--- src/rtl/radix16_ntt_loader_if.sv ---
// Stream bundle for the radix-16 NTT loader: one beat-wide input stream,
// one block-wide output stream and the sticky framing flag.
interface radix16_ntt_loader_if #(
    parameter int N = 17
);
    logic              in_valid;
    logic              in_ready;
    logic [N-1:0]      in_data;
    logic [N-1:0]      in_tf;
    logic              in_last;
    logic              out_valid;
    logic              out_ready;
    logic [16*N-1:0]   out_a;
    logic [15*N-1:0]   out_tf;
    logic              frame_err;

    // Loader side
    modport slave (
        input  in_valid, in_data, in_tf, in_last, out_ready,
        output in_ready, out_valid, out_a, out_tf, frame_err
    );

    // Producer / consumer side
    modport master (
        output in_valid, in_data, in_tf, in_last, out_ready,
        input  in_ready, out_valid, out_a, out_tf, frame_err
    );
endinterface

--- src/rtl/radix16_ntt_loader.sv ---
// Ping-pong block assembler feeding the radix-16 DIT NTT core; reduces each
// coefficient into [0,Q). Define RADIX16_LOADER_BITREV_EN for bit-reversed slots.
module radix16_ntt_loader #(
    parameter int N = 17,
    parameter int Q = 65537
) (
    input  logic                  clk,
    input  logic                  rst_n,
    radix16_ntt_loader_if.slave   bus
);
    localparam logic [N-1:0] Q_N = N'(Q);

    logic [3:0]   wr_cnt_q, wr_cnt_d;
    logic         wr_bank_q, wr_bank_d;
    logic         rd_bank_q, rd_bank_d;
    logic [1:0]   full_q, full_d;
    logic         frame_err_q, frame_err_d;

    logic         in_ready_w;
    logic         out_valid_w;
    logic         accept;
    logic         consume;
    logic [3:0]   slot;
    logic [N-1:0] coef_red;

    wire [16*N-1:0] out_a_w;
    wire [15*N-1:0] out_tf_w;

    function automatic logic [3:0] slot_of(input logic [3:0] k);
`ifdef RADIX16_LOADER_BITREV_EN
        return {k[0], k[1], k[2], k[3]};
`else
        return k;
`endif
    endfunction

    // Ready depends only on registered bank state, never on out_ready.
    assign in_ready_w  = ~full_q[wr_bank_q];
    assign out_valid_w = full_q[rd_bank_q];
    assign accept      = bus.in_valid & in_ready_w;
    assign consume     = out_valid_w & bus.out_ready;
    assign slot        = slot_of(wr_cnt_q);

    // Q > 2^(N-1), so a single conditional subtract lands in [0,Q).
    assign coef_red = (bus.in_data >= Q_N) ? (bus.in_data - Q_N) : bus.in_data;

    always_comb begin
        wr_cnt_d    = wr_cnt_q;
        wr_bank_d   = wr_bank_q;
        rd_bank_d   = rd_bank_q;
        full_d      = full_q;
        frame_err_d = frame_err_q;

        if (accept) begin
            wr_cnt_d = wr_cnt_q + 4'd1;
            if (bus.in_last != (wr_cnt_q == 4'd15)) begin
                frame_err_d = 1'b1;
            end
            if (wr_cnt_q == 4'd15) begin
                full_d[wr_bank_q] = 1'b1;
                wr_bank_d         = ~wr_bank_q;
            end
        end

        // A fill can only target an empty bank and a consume a full one,
        // so both updates may land on the same edge without conflict.
        if (consume) begin
            full_d[rd_bank_q] = 1'b0;
            rd_bank_d         = ~rd_bank_q;
        end
    end

    always_ff @(posedge clk or negedge rst_n) begin
        if (!rst_n) begin
            wr_cnt_q    <= 4'd0;
            wr_bank_q   <= 1'b0;
            rd_bank_q   <= 1'b0;
            full_q      <= 2'b00;
            frame_err_q <= 1'b0;
        end else begin
            wr_cnt_q    <= wr_cnt_d;
            wr_bank_q   <= wr_bank_d;
            rd_bank_q   <= rd_bank_d;
            full_q      <= full_d;
            frame_err_q <= frame_err_d;
        end
    end

    genvar gi;
    generate
        for (gi = 0; gi < 16; gi++) begin : g_slot
            logic [N-1:0] coef_q [0:1];
            logic [N-1:0] coef_d [0:1];
            logic         hit;

            assign hit = accept && (slot == 4'(gi));

            always_comb begin
                coef_d[0] = coef_q[0];
                coef_d[1] = coef_q[1];
                if (hit) begin
                    coef_d[wr_bank_q] = coef_red;
                end
            end

            always_ff @(posedge clk or negedge rst_n) begin
                if (!rst_n) begin
                    coef_q[0] <= '0;
                    coef_q[1] <= '0;
                end else begin
                    coef_q[0] <= coef_d[0];
                    coef_q[1] <= coef_d[1];
                end
            end

            assign out_a_w[gi*N +: N] = coef_q[rd_bank_q];

            // Slot 0 carries no twiddle into the core.
            if (gi > 0) begin : g_tf
                logic [N-1:0] tf_q [0:1];
                logic [N-1:0] tf_d [0:1];

                always_comb begin
                    tf_d[0] = tf_q[0];
                    tf_d[1] = tf_q[1];
                    if (hit) begin
                        tf_d[wr_bank_q] = bus.in_tf;
                    end
                end

                always_ff @(posedge clk or negedge rst_n) begin
                    if (!rst_n) begin
                        tf_q[0] <= '0;
                        tf_q[1] <= '0;
                    end else begin
                        tf_q[0] <= tf_d[0];
                        tf_q[1] <= tf_d[1];
                    end
                end

                assign out_tf_w[(gi-1)*N +: N] = tf_q[rd_bank_q];
            end
        end
    endgenerate

    assign bus.in_ready  = in_ready_w;
    assign bus.out_valid = out_valid_w;
    assign bus.out_a     = out_a_w;
    assign bus.out_tf    = out_tf_w;
    assign bus.frame_err = frame_err_q;
endmodule

--- src/flat_wrapper.sv ---
// flat-port wrapper written by rule: the top's interface ports become plain ports
module radix16_ntt_loader_flat 
#(
    parameter int N = 17,
    parameter int Q = 65537
)
  (clk, rst_n, bus_in_valid, bus_in_data, bus_in_tf, bus_in_last, bus_out_ready, bus_in_ready, bus_out_valid, bus_out_a, bus_out_tf, bus_frame_err);
  radix16_ntt_loader_if #(.N(N)) bus_i ();
  input  logic clk;
  input  logic rst_n;
  input wire logic [$bits(bus_i.in_valid)-1:0] bus_in_valid;
  input wire logic [$bits(bus_i.in_data)-1:0] bus_in_data;
  input wire logic [$bits(bus_i.in_tf)-1:0] bus_in_tf;
  input wire logic [$bits(bus_i.in_last)-1:0] bus_in_last;
  input wire logic [$bits(bus_i.out_ready)-1:0] bus_out_ready;
  output wire logic [$bits(bus_i.in_ready)-1:0] bus_in_ready;
  output wire logic [$bits(bus_i.out_valid)-1:0] bus_out_valid;
  output wire logic [$bits(bus_i.out_a)-1:0] bus_out_a;
  output wire logic [$bits(bus_i.out_tf)-1:0] bus_out_tf;
  output wire logic [$bits(bus_i.frame_err)-1:0] bus_frame_err;
  assign bus_i.in_valid = bus_in_valid;
  assign bus_i.in_data = bus_in_data;
  assign bus_i.in_tf = bus_in_tf;
  assign bus_i.in_last = bus_in_last;
  assign bus_i.out_ready = bus_out_ready;
  assign bus_in_ready = bus_i.in_ready;
  assign bus_out_valid = bus_i.out_valid;
  assign bus_out_a = bus_i.out_a;
  assign bus_out_tf = bus_i.out_tf;
  assign bus_frame_err = bus_i.frame_err;
  radix16_ntt_loader #(.N(N), .Q(Q)) u_core (.clk(clk), .rst_n(rst_n), .bus(bus_i));
endmodule
--- config.mk ---
export PLATFORM = sky130hd
export DESIGN_NAME = radix16_ntt_loader_flat
export DESIGN_NICKNAME = d
export VERILOG_FILES = /design/src/rtl/radix16_ntt_loader_if.sv /design/src/rtl/radix16_ntt_loader.sv /design/src/flat_wrapper.sv
export SDC_FILE = /design/constraint.sdc
export NUM_CORES = 2
export LEC_CHECK = 0
export CORE_MARGIN = 2
export CORE_UTILIZATION = 35
export DETAILED_ROUTE_END_ITERATION = 8
export GPL_ROUTABILITY_DRIVEN = 1
export SLEW_MARGIN = 20
export SYNTH_ARGS = -nofsm -noshare
export SYNTH_HDL_FRONTEND = slang
export SYNTH_SLANG_ARGS = --single-unit
--- constraint.sdc ---
create_clock -name clk -period 2.7 [get_ports clk]
set_input_delay 0.27 -clock clk [delete_from_list [all_inputs] [get_ports clk]]
set_output_delay 0.27 -clock clk [all_outputs]
set_load 0.005 [all_outputs]
---- Yosys cells after proc, flatten, opt, wreduce, memory -nomap -nowiden ----
Index checks and enable logic that the tools add are counted.
word-level totals
  register bits ........................... 1063
  input bits .............................. 39
  word-level logic and storage cells ...... 263
cells by class
  add/subtract/negate cells ............... 2
  $lt $le $gt $ge ......................... 8
  equality and inequality tests ........... 16
  multiplexer cells ....................... 138
  bitwise logic cells ..................... 10
  reductions and logical operators ........ 22
operator list
  kind                                                  number
  two-way mux 17 bit                                    95
  bitwise mux 34 bit                                    31
  equality test 4 bit (second input constant)           8
  logical AND 1 bit                                     19
  demux 17 bit (select 1 bit)                           1
  >= comparator 17 bit (second input constant)          1
  subtractor 17 bit (second input constant)             1
  equality test 4 x 3 -> 1 bit (second input constant)  4
  equality test 4 x 2 -> 1 bit (second input constant)  2
  two-way mux 1 bit                                     6
  two-way mux 2 bit                                     3
  adder 4 x 1 -> 4 bit (second input constant)          1
  equality test 4 x 1 -> 1 bit (second input constant)  1
  >= comparator 2 bit (second input constant)           2
  logical NOT 4 bit                                     1
  < comparator 1 x 2 -> 1 bit (second input constant)   2
  NOT 1 -> 2 bit                                        2
  AND reduction 2 bit                                   2
  NOT 1 bit                                             3
  bitwise AND 1 bit                                     2
  bitwise AND 2 bit                                     1
  demux 1 bit (select 1 bit)                            2
  >= comparator 1 bit (second input constant)           2
  < comparator 2 x 1 -> 1 bit (second input constant)   1
  3 further kinds                                       3

---- Depth between registers and ports, before layout ----
  depth after elaboration ................. 9
  gate-level depth with buffers ........... 9
  gate-level depth less buffers ........... 6

---- Worst setup path before layout ----
No wires, ideal clock.
  path type ............................... register to register
  start point ............................. register u_core.wr_bank_q
  end point ............................... register u_core.g_slot[0].coef_q[28] (netlist bit)
  arrival ................................. 2273 ps
  required time ........................... 2575 ps
  slack ................................... 302 ps
  stages on the path, launching flop included .. 8
  buffers on the path ..................... 4
  period minus slack after synthesis ...... 2398 ps
  cell sequence ........................... dfrtp_1 buf_2 mux2_2 buf_2 buf_6 buf_6 nor3_1 mux2_2
on the way
  longest elaborated chain between the ends .. 6
  elaborated cells between the ends (all ways) .. 12
  those cells by class .................... order compare (2); mux (5); bitwise (3); reduce/logical (2)
RTL lines
  item                                                                                      line                       text
  start: declaration                                                                        radix16_ntt_loader.sv:14   logic wr_bank_q, wr_bank_d;
  start signal: assignment                                                                  radix16_ntt_loader.sv:82   wr_bank_q <= wr_bank_d;
  NOT 1 -> 2 bit (implied by the code)                                                      radix16_ntt_loader.sv:102  coef_d[wr_bank_q] = coef_red;
  >= comparator 2 bit (implied by the code) or < comparator 2 x 1 -> 1 bit (tied branches)  radix16_ntt_loader.sv:102
  logical AND 1 bit (implied by the code)                                                   radix16_ntt_loader.sv:102
  two-way mux 17 bit (implied by the code)                                                  radix16_ntt_loader.sv:102
  demux 17 bit (select 1 bit)                                                               radix16_ntt_loader.sv:102
  bitwise mux 34 bit                                                                        radix16_ntt_loader.sv:102
  end: declaration                                                                          radix16_ntt_loader.sv:92   logic [N-1:0] coef_q [0:1];
Several ways; a longest one is shown, not always the timed one. The select of a mux whose other input is x is not followed.
A chain may end at the register's enable or synchronous reset.

---- Final worst setup path ----
  start point ............................. register u_core.rd_bank_q
  end point ............................... output port bus_out_a[150]
on the way
  longest elaborated chain between the ends .. 4
RTL lines
  item                                                    line                       text
  start: declaration                                      radix16_ntt_loader.sv:15   logic rd_bank_q, rd_bank_d;
  start signal: assignment                                radix16_ntt_loader.sv:83   rd_bank_q <= rd_bank_d;
  NOT 1 -> 2 bit (implied by the code)                    radix16_ntt_loader.sv:116  assign out_a_w[gi*N +: N] = coef_q[rd_bank_q];
  two-way mux 17 bit (implied by the code) (3 in series)  radix16_ntt_loader.sv:116
  end: declaration                                        flat_wrapper.sv:18         output wire logic [$bits(bus_i.out_a)-1:0] bus_out_a;
Every way passes these cells. The select of a mux whose other input is x is not followed.

==> reports/metrics.yaml <==
grt:
  grt_pass1_wl_um: 254000
  grt_overflow_total: 0
  grt_pass1_vias: 37077
  grt_use_total_pct: 24.9
  antenna_found_initial: 11
  grt_max_degree: 131
critical_path:
  crit_slowest_cell: "clkdlybuf4s50_1"
  cp-end-kind: "output port"
  crit_fanout: 12
  crit_required_ns: 2.43
  path_delay_family: "buffers and inverters"
  path_buf_inv: 4
  rrSetupSlack_ns: 0.17
  setup.worst_path.start_class: "flip-flop"
  crit_type: "reg2out"
  cpPeakStageDelay_ns: 0.54
  rr_worst_depth: 5
  worstPathCellList: "buf_4 > buf_16 > buf_12 > mux2_2 > clkdlybuf4s50_1"
  rr_endpoint: "u_core.g_slot[2].coef_q[16]$_DFFE_PN0P_"
  regToRegStartpoint: "u_core.slot[2]$_DFFE_PN0P_"
  arrival_ns: 2.68
floorplan:
  die_area_mm2: 0.138
  die_height_um: 372
  io_pins: 569
  start_util_pct: 35.4
  rows: 134
  die_x_um: 372
  core-area_mm2: 0.134
hold_path:
  min_to: "u_core.g_slot[13].g_tf.tf_q[18]$_DFFE_PN0P_"
  hp-class: "in2reg"
  hold_start: "bus_in_tf[1]"
  hold_depth: 3
timing:
  setup_viol: 243
  setup_ws_ns: -0.253
  rsz0062_at_grt: "true"
  drv_slew: 0
  hold_violations: 0
  fin_tns_setup_ns: -27.35
  maxSlewHeadroom_pct: 23.2
  fin_crit_sh_pct: 109
  layout_min_cycle_time_ns: 2.95
  fmax_mhz: 339
  tightest_slew_ns: 1.15
  finClkSkew_ns: 0.0295
yosys:
  yosysUniqueCellTypes: 51
  synth_ff_type: "dfrtp_1"
  synth_top_area_share_pct: 56.2
  syn_avg_cell_area_um2: 9.53
  synth-edff-count: 0
  synth.area.top_cells: "dfrtp_1 56%, nand2_1 15%, mux2_2 13%"
  synth_commonest_cells: "1943 x nand2_1, 1063 x dfrtp_1, 562 x mux2_2, 424 x clkbuf_1, 322 x o21ai_0"
  yosysTopAreaCell: "dfrtp_1"
  syn_inst: 4966
  ys_warn_count: 0
  ys_ff_latch: 1063
  ys_seq_area_share_pct: 56.2
  synth_fp_nets: 5011
  synthArstFlopShare_pct: 100
  yosysMostFrequentCell: "nand2_1"
  syn_area_mm2: 0.0473
power_and_ir_drop:
  vdd_drop_max_uv: 638
  power.total_mw: 73.9
  p_per_area_mw_per_mm2: 1170
  power_leakage_nw: 34.6
place:
  placed_cells_incl_taps: 7138
  place_congestion: 0.833
  io_buffers: 568
  pre_cts_ws_ns: -0.230
  hpwl_um: 116000
layout:
  final_util_pct: 47.3
  drive_gt1_share_pct: 22.8
  syn2layout_area_growth_pct: 33.7
  final_cells: 7462
  fin_nets: 5638
routing:
  first_pass_iters: 6
  wire_per_inst_um: 23.6
  drtIter0Drc: 3232
  vias: 38465
  postRouteAntennaNets: 0
  drt-vias-per-instance: 5.15
  totalWireLength_um: 176000
  remaining_drc_errors: 0
clock_network:
  cts_tree: "built"
  clockBufferDepth: 3
  numCtsBuffers: 117
  htreeDepth: 3
  cts_sinks: 1063
  clk_pin_slew_ns: 0.06
  clockRootBuffer: "clkbuf_16"
  clock_latency_ns: 0.76
status:
  failed_checks: "negative setup slack"
  run_status: "finished with violations"
flow_run:
  max_cap_viol_count: 0
worst min-delay path, stage by stage:
cell	delay [ns]
buf_4	0.29
nand2_1	0.13
nand2_1	0.05
metrics by stage:
step | cell area, um^2 | hold WS (ns)
3_3_place_gp | 56800 | 0.230
3_5_place_dp | 56800 | 0.229
2_1_floorplan | 47300 | -0.0256
5_1_grt | 63300 | 0.000679
4_1_cts | 62000 | 0.000167
6_report | 63300 | 0.0397
area by class of cell:
cell class	instances	area [um^2]
clock buffers	167	3450
flip-flops and latches	1063	26600
fillers	12379	70500
repair buffers	958	10700
multi-input cells	3447	19600
clock inverters	47	661
inverters	6	22.5
diodes	6	15.0
well taps	1768	2210
cells in the final DEF (no fill, tap or decap), drive strengths merged, types with 37 or more instances in the layout:
cell           count
nand2           1943
dfrtp           1063
mux2             562
buf              402
o21ai            325
dlymetal6s2s     262
clkbuf           201
clkdlybuf4s50    154
nor2             133
or4               88
nand3             85
o211ai            83
a31oi             80
dlygate4sd2       74
a21oi             37
per-layer routing:
| metal | up-vias | share of wire, % | GRT usage [%] |
|---|---|---|---|
| li1 | 17632 | - | - |
| met1 | 19225 | 44 | 35.2 |
| met2 | 1370 | 46 | 39.2 |
| met3 | 228 | 7.5 | 4.93 |
| met4 | 10 | 2.7 | 5.93 |
| met5 | - | 0.032 | 0 |
what timing repair did:
action	CTS	global route
resized for setup	252	419
hold buffers	5	0
endpoints found under the setup margin	521	500
buffers inserted	32	36
gates cloned	21	15
hold endpoints to repair	510	0
flip-flops by register name (all words and copies together), names as in the netlist:
| name | flops |
|---|---|
| u_core.full_q | 2 |
| u_core.slot | 4 |
| u_core.g_slot.coef_q | 544 |
| u_core.g_slot.g_tf.tf_q | 510 |
| u_core.wr_bank_q | 1 |
| u_core.bus.frame_err | 1 |
| u_core.rd_bank_q | 1 |
worst max path at each step:
stage               depth (start not counted)                                       to                          from
floorplan                                   7  u_core.g_slot[0].coef_q[28]$_DFFE_PN0P_  u_core.wr_bank_q$_DFFE_PN0P_
global placement                            9  u_core.g_slot[14].coef_q[2]$_DFFE_PN0P_                bus_in_data[1]
detailed placement                          9   u_core.g_slot[8].coef_q[7]$_DFFE_PN0P_                bus_in_data[1]
CTS                                         5                           bus_out_a[145]  u_core.rd_bank_q$_DFFE_PN0P_
global route                                5                           bus_out_a[147]  u_core.rd_bank_q$_DFFE_PN0P_
finish                                      5                           bus_out_a[150]  u_core.rd_bank_q$_DFFE_PN0P_
report_power, final:
part | switching, mW | leakage (nW) | total, mW | internal (mW)
clock | 6.94 | 2.03 | 17.1 | 10.1
combinational | 14.6 | 18.7 | 31.3 | 16.7
sequential | 3.28 | 13.9 | 25.5 | 22.3
logic make-up (layout without fill, tap and decap cells):
family | count (synthesis) | count (layout) | synth area share, %
other cells | 0 | 6 | 0
xor+xnor | 6 | 6 | 0.111
flops | 1063 | 1063 | 56.2
simple gates | 2332 | 2332 | 20.0
mux | 563 | 563 | 13.4
buf+inv | 456 | 1178 | 3.72
fa+ha+maj | 6 | 6 | 0.159
compound gates | 540 | 540 | 6.46
(Power assumes the default switching activity.)
